<file path="src/rtl/sram_march_bist_ctrl.sv">
// rtl/sram_march_bist_ctrl.sv - March C- BIST engine driving the A_BIST_* port of a byte-mask SRAM macro.
module sram_march_bist_ctrl #(
  parameter int P_DATA_WIDTH = 48,
  parameter int P_ADDR_WIDTH = 8
) (
  input  logic                    A_BIST_CLK,
  input  logic                    A_BIST_RST_N,
  input  logic                    START,
  output logic                    A_BIST_EN,
  output logic                    A_BIST_MEN,
  output logic                    A_BIST_WEN,
  output logic                    A_BIST_REN,
  output logic [P_ADDR_WIDTH-1:0] A_BIST_ADDR,
  output logic [P_DATA_WIDTH-1:0] A_BIST_DIN,
  output logic [P_DATA_WIDTH-1:0] A_BIST_BM,
  input  logic [P_DATA_WIDTH-1:0] A_DOUT,
  output logic                    DONE,
  output logic                    FAIL,
  output logic [P_ADDR_WIDTH-1:0] FAIL_ADDR,
  output logic [2:0]              FAIL_ELEM,
  output logic [15:0]             FAIL_COUNT
);

  localparam logic [P_ADDR_WIDTH-1:0] ADDR_MAX = '1;
  localparam logic [P_ADDR_WIDTH-1:0] ADDR_ONE = {{(P_ADDR_WIDTH-1){1'b0}}, 1'b1};

  typedef enum logic [1:0] {S_IDLE, S_RUN, S_FLUSH, S_DONE} state_t;

  state_t                  state_q, state_d;
  logic [2:0]              elem_q, elem_d;
  logic [P_ADDR_WIDTH-1:0] addr_q, addr_d;
  logic                    ph_q, ph_d;
  logic                    en_q, en_d, men_q, men_d, wen_q, wen_d, ren_q, ren_d;
  logic                    done_q, done_d;
  logic [P_DATA_WIDTH-1:0] din_q, din_d, bm_q, bm_d;
  logic                    issue, op_wr, clr_res;

  // cursor (elem, addr, phase) names the op currently on the port
  logic                    dual, down, at_term, last_op;
  logic [2:0]              seq_elem;
  logic [P_ADDR_WIDTH-1:0] seq_addr;
  logic                    seq_ph;

  logic                    pend_q, pend_exp_q, fail_q;
  logic [P_ADDR_WIDTH-1:0] pend_addr_q, fail_addr_q;
  logic [2:0]              pend_elem_q, fail_elem_q;
  logic [15:0]             fail_cnt_q;
  logic                    mismatch;

  assign dual    = (elem_q != 3'd0) && (elem_q != 3'd5);
  assign down    = (elem_q == 3'd3) || (elem_q == 3'd4);
  assign at_term = down ? (addr_q == '0) : (addr_q == ADDR_MAX);
  assign last_op = (elem_q == 3'd5) && at_term;

  always_comb begin
    seq_elem = elem_q;
    seq_addr = addr_q;
    seq_ph   = 1'b0;
    if (dual && !ph_q) begin
      seq_ph = 1'b1;
    end else if (at_term) begin
      seq_elem = elem_q + 3'd1;
      seq_addr = ((elem_q == 3'd2) || (elem_q == 3'd3)) ? ADDR_MAX : '0;
    end else begin
      seq_addr = down ? (addr_q - ADDR_ONE) : (addr_q + ADDR_ONE);
    end
  end

  always_comb begin
    state_d = state_q;
    elem_d  = elem_q;
    addr_d  = addr_q;
    ph_d    = ph_q;
    issue   = 1'b0;
    en_d    = 1'b0;
    done_d  = done_q;
    clr_res = 1'b0;
    case (state_q)
      S_IDLE, S_DONE: begin
        if (START) begin
          state_d = S_RUN;
          elem_d  = 3'd0;
          addr_d  = '0;
          ph_d    = 1'b0;
          issue   = 1'b1;
          en_d    = 1'b1;
          done_d  = 1'b0;
          clr_res = 1'b1;
        end
      end
      S_RUN: begin
        en_d = 1'b1;
        if (last_op) begin
          state_d = S_FLUSH;
        end else begin
          elem_d = seq_elem;
          addr_d = seq_addr;
          ph_d   = seq_ph;
          issue  = 1'b1;
        end
      end
      S_FLUSH: begin
        state_d = S_DONE;
        done_d  = 1'b1;
      end
      default: state_d = S_IDLE;
    endcase
    // single-op elements are writes only in element 0; dual elements write in phase 1
    op_wr = (elem_d == 3'd0) || ph_d;
    men_d = issue;
    wen_d = issue && op_wr;
    ren_d = issue && !op_wr;
    din_d = (issue && op_wr && elem_d[0]) ? '1 : '0;
    bm_d  = issue ? '1 : '0;
  end

  always_ff @(posedge A_BIST_CLK or negedge A_BIST_RST_N) begin
    if (!A_BIST_RST_N) begin
      state_q <= S_IDLE;
      elem_q  <= '0;
      addr_q  <= '0;
      ph_q    <= 1'b0;
      en_q    <= 1'b0;
      men_q   <= 1'b0;
      wen_q   <= 1'b0;
      ren_q   <= 1'b0;
      din_q   <= '0;
      bm_q    <= '0;
      done_q  <= 1'b0;
    end else begin
      state_q <= state_d;
      elem_q  <= elem_d;
      addr_q  <= addr_d;
      ph_q    <= ph_d;
      en_q    <= en_d;
      men_q   <= men_d;
      wen_q   <= wen_d;
      ren_q   <= ren_d;
      din_q   <= din_d;
      bm_q    <= bm_d;
      done_q  <= done_d;
    end
  end

  // a read on the port is sampled by the macro at the next edge; its data is checked one edge later
  assign mismatch = pend_q && (A_DOUT != {P_DATA_WIDTH{pend_exp_q}});

  always_ff @(posedge A_BIST_CLK or negedge A_BIST_RST_N) begin
    if (!A_BIST_RST_N) begin
      pend_q      <= 1'b0;
      pend_exp_q  <= 1'b0;
      pend_addr_q <= '0;
      pend_elem_q <= '0;
      fail_q      <= 1'b0;
      fail_addr_q <= '0;
      fail_elem_q <= '0;
      fail_cnt_q  <= '0;
    end else begin
      pend_q      <= ren_q;
      pend_exp_q  <= ~elem_q[0];
      pend_addr_q <= addr_q;
      pend_elem_q <= elem_q;
      if (clr_res) begin
        fail_q      <= 1'b0;
        fail_addr_q <= '0;
        fail_elem_q <= '0;
        fail_cnt_q  <= '0;
      end else if (mismatch) begin
        fail_q <= 1'b1;
        if (!fail_q) begin
          fail_addr_q <= pend_addr_q;
          fail_elem_q <= pend_elem_q;
        end
        if (fail_cnt_q != 16'hFFFF) fail_cnt_q <= fail_cnt_q + 16'd1;
      end
    end
  end

  assign A_BIST_EN   = en_q;
  assign A_BIST_MEN  = men_q;
  assign A_BIST_WEN  = wen_q;
  assign A_BIST_REN  = ren_q;
  assign A_BIST_ADDR = addr_q;
  assign A_BIST_DIN  = din_q;
  assign A_BIST_BM   = bm_q;
  assign DONE        = done_q;
  assign FAIL        = fail_q;
  assign FAIL_ADDR   = fail_addr_q;
  assign FAIL_ELEM   = fail_elem_q;
  assign FAIL_COUNT  = fail_cnt_q;

endmodule

</file>
<file path="config.mk">
export PLATFORM = sky130hd
export DESIGN_NAME = sram_march_bist_ctrl
export DESIGN_NICKNAME = d
export VERILOG_FILES = /design/src/rtl/sram_march_bist_ctrl.sv
export SDC_FILE = /design/constraint.sdc
export NUM_CORES = 1
export LEC_CHECK = 0
export ABC_AREA = 1
export BUFFER_PORTS_ARGS = -buffer_cell sky130_fd_sc_hd__buf_2
export CAP_MARGIN = 10
export CORE_MARGIN = 8
export CORE_UTILIZATION = 40
export CTS_BUF_LIST = sky130_fd_sc_hd__clkbuf_16
export CTS_CLUSTER_DIAMETER = 60
export CTS_CLUSTER_SIZE = 24
export DETAILED_ROUTE_END_ITERATION = 16
export PLACE_DENSITY = 0.68
export SKIP_CTS_REPAIR_TIMING = 1
export SLEW_MARGIN = 0
export SYNTH_ARGS = -nofsm -noshare
export SYNTH_HDL_FRONTEND = slang
export SYNTH_SLANG_ARGS = --single-unit
export TNS_END_PERCENT = 100
</file>
<file path="constraint.sdc">
create_clock -name A_BIST_CLK -period 2.5 [get_ports A_BIST_CLK]
set_clock_uncertainty 0.1 [all_clocks]
set_input_delay 0.375 -clock A_BIST_CLK [delete_from_list [all_inputs] [get_ports A_BIST_CLK]]
set_output_delay 0.375 -clock A_BIST_CLK [all_outputs]
set_load 0.01 [all_outputs]
</file>
==> out/qor.yml <==
crit_start: "elem_q[0]"
slowest_delay_ns: 0.37
violations: "hold timing"
layout_commonest_cell: "buf_2"
vias: 3866
synthTopCellsByArea: "dfrtp_1 (34%), buf_4 (16%), nand2_1 (12%)"
power_density_mw_per_mm2: 782
cp_max_fo: 7
instances_no_fill: 835
slew_violations: 0
insertion_delay_ns: 0.33
cp.arrival_ns: 2.47
ys_warn_count: 0
endpoint_kind: "flop"
grt_pass1_vias: 3559
grt_max_degree: 50
die_h_um: 121
synth_nets: 651
place_hpwl_um: 8630
gp_congestion: 0.835
crit_end: "A_BIST_ADDR[6]"
grt_usage: 0.143
area.growth.synth_to_final_pct: 17.5
pin_count: 188
die_area_mm2: 0.0147
synth_seq_cells: 61
worstHoldPathType: "input pin to asynchronous set/reset pin"
status: "finished, violations left"
fin_crit_sh: 0.940
crit_type: "flop to flop"
maxSlewHeadroom: 0.571
yosysTopAreaCell: "dfrtp_1"
final_nets: 757
holdWs_ns: -0.0285
required_ns: 2.62
nFillCells: 1072
drt_iter0_markers: 192
r2r-end: "A_BIST_ADDR[6]"
synthesis.area_mm2: 0.00443
placed_cells: 815
first_pass_iters: 4
wirelength_um: 11100
register_area_mm2: 0.00153
peakVddDrop_v: 0.000642
viasPerCell: 4.63
worst-path-stages: 16
core_mm2: 0.0108
start_kind: "flop"
crit_path_cell_trace: "buf_4 -> ha_4 -> inv_2 -> nor2_4 -> nor2_8 -> inv_8 -> ha_4 -> nand2_1 -> o21ai_2 -> nand2_1 -> a21oi_2 -> nor2_2 -> a21oi_1 -> o21ai_1 -> nand2_1 -> nand2_1"
overflow: 0
layout_setup_ws_ns: 0.151
drtAntennaViolNets: 0
io_buffers: 187
h-tree-depth: 3
ys_seq_area_frac: 0.345
cts-buffers-inserted: 9
start_util: 0.408
critical_path.top_delay_family: "compound AO/OA/AOI/OAI gates"
layout_common_cells: "buf_2 (187), nand2_1 (146), dfrtp_1 (60)"
post-place-ws_ns: -0.0912
cts_tree: "built"
numClockSinks: 61
die_width_um: 121
drc: 0
cp_slowest_cell: "dfrtp_1"
fin_setup_tns_ns: 0
path_clk_slew_ns: 0.05
setup_violations: 0
finalPower_mw: 4.07
antenna_cells: 0
grt_pass1_wl_um: 17200
synth_top_cell_area_share: 0.345
r2r_setup_slack_ns: 0.15
netlist_instances: 584
cap_violations: 0
reg2reg_depth: 16
drive_gt1_frac: 0.370
post-route-util: 0.480
antenna_found_initial: 0
worst_pin_slew_ns: 0.643
synth.distinct_cells: 38
num_rows: 38
fmaxAchievable_mhz: 426
period_needed_ns: 2.35
dpl-instance-area_mm2: 0.00484
path_buf_inv: 3
wl_per_cell_um: 13.3
cp_common_cell: "nand2_1"
cts_root_buffer: "clkbuf_16"
multi_input_area_mm2: 0.00198
syn_area_per_cell_um2: 7.58
leakagePower_nw: 3.01
hold_viol: 28
stdcell_area_mm2: 0.00520
cts_max_path_buffers: 2
worstReg2RegStart: "elem_q[0]"
registers in the layout, indices dropped and copies added (netlist names), 2 cells and up:
name,cells
pend_addr_q,8
FAIL_ADDR,8
FAIL_ELEM,3
A_BIST_ADDR,8
FAIL_COUNT,16
pend_elem_q,3
state_q,2
elem_q,3
final cells by class:
cell class,count,share of cell area
clock buffer,9,0.0433
multi-input combinational,365,0.381
clock inverter,7,0.00674
tap,140,0.0337
timing repair buffer,201,0.203
inverter,52,0.0390
sequential,61,0.294
worst register-to-register path: stages (launching register included):
cell,delay [ns]
dfrtp_1,0.37
buf_4,0.15
ha_4,0.16
inv_2,0.06
nor2_4,0.04
nor2_8,0.18
inv_8,0.07
ha_4,0.29
nand2_1,0.06
o21ai_2,0.15
nand2_1,0.08
a21oi_2,0.16
nor2_2,0.05
a21oi_1,0.14
o21ai_1,0.08
nand2_1,0.06
nand2_1,0.05
cell families after synthesis:
kind of cell               Yosys count  synth area share
and+or+nand+nor                    302             0.313
buffers and inverters              158             0.222
DFF                                 61             0.345
AOI/OAI and AO/OA                   31            0.0418
xor gates and xnor gates            16            0.0317
adders and majority gates           16            0.0469
worst min path at each step:
stage | end | slack [ns]
floorplan | A_BIST_ADDR[0] | -0.02
CTS | FAIL_COUNT[8] | -0.01
global route | FAIL_COUNT[8] | 0.03
global placement | pend_q | 0.27
detailed placement | pend_q | 0.28
finish | FAIL_COUNT[8] | -0.03
per-layer routing:
layer / wire (µm) / vias to the layer above / GRT usage
met5: 0 / - / 0
met2: 5660 / 106 / 0.259
li1: - / 1977 / -
met1: 4480 / 1770 / 0.158
met3: 829 / 13 / 0.0409
met4: 145 / 0 / 0.0393
cells in the mapped netlist:
cell	number
nand2_1	147
buf_4	96
dfrtp_1	61
nor2_1	59
inv_1	44
nand3_1	44
nor3_1	16
ha_1	15
a21oi_1	13
nand4_1	12
o21ai_0	9
xnor2_1	8
xor2_1	8
inv_2	7
nand2_4	7
clkbuf_1	5
buf_6	3
nand3_2	3
nor4_1	3
and3_1	2
buf_2	2
nand2_2	2
o21ai_2	2
o31ai_1	2
a211oi_2	1
a21oi_2	1
fa_1	1
inv_4	1
nand3_4	1
nor2_2	1
nor2_8	1
nor3_2	1
nor3_4	1
nor3b_1	1
o211ai_1	1
o21ai_1	1
o311ai_0	1
or2_2	1
report_power, final:
part           leakage [nW]  switching, mW  internal [mW]  total (mW)
Clock                 0.137          0.429          0.654        1.08
Sequential            0.828         0.0991           1.10        1.20
Combinational          2.04           1.17          0.615        1.78
Total                  3.01           1.69           2.37        4.07
No activity file was read; power rests on OpenSTA's default activity.
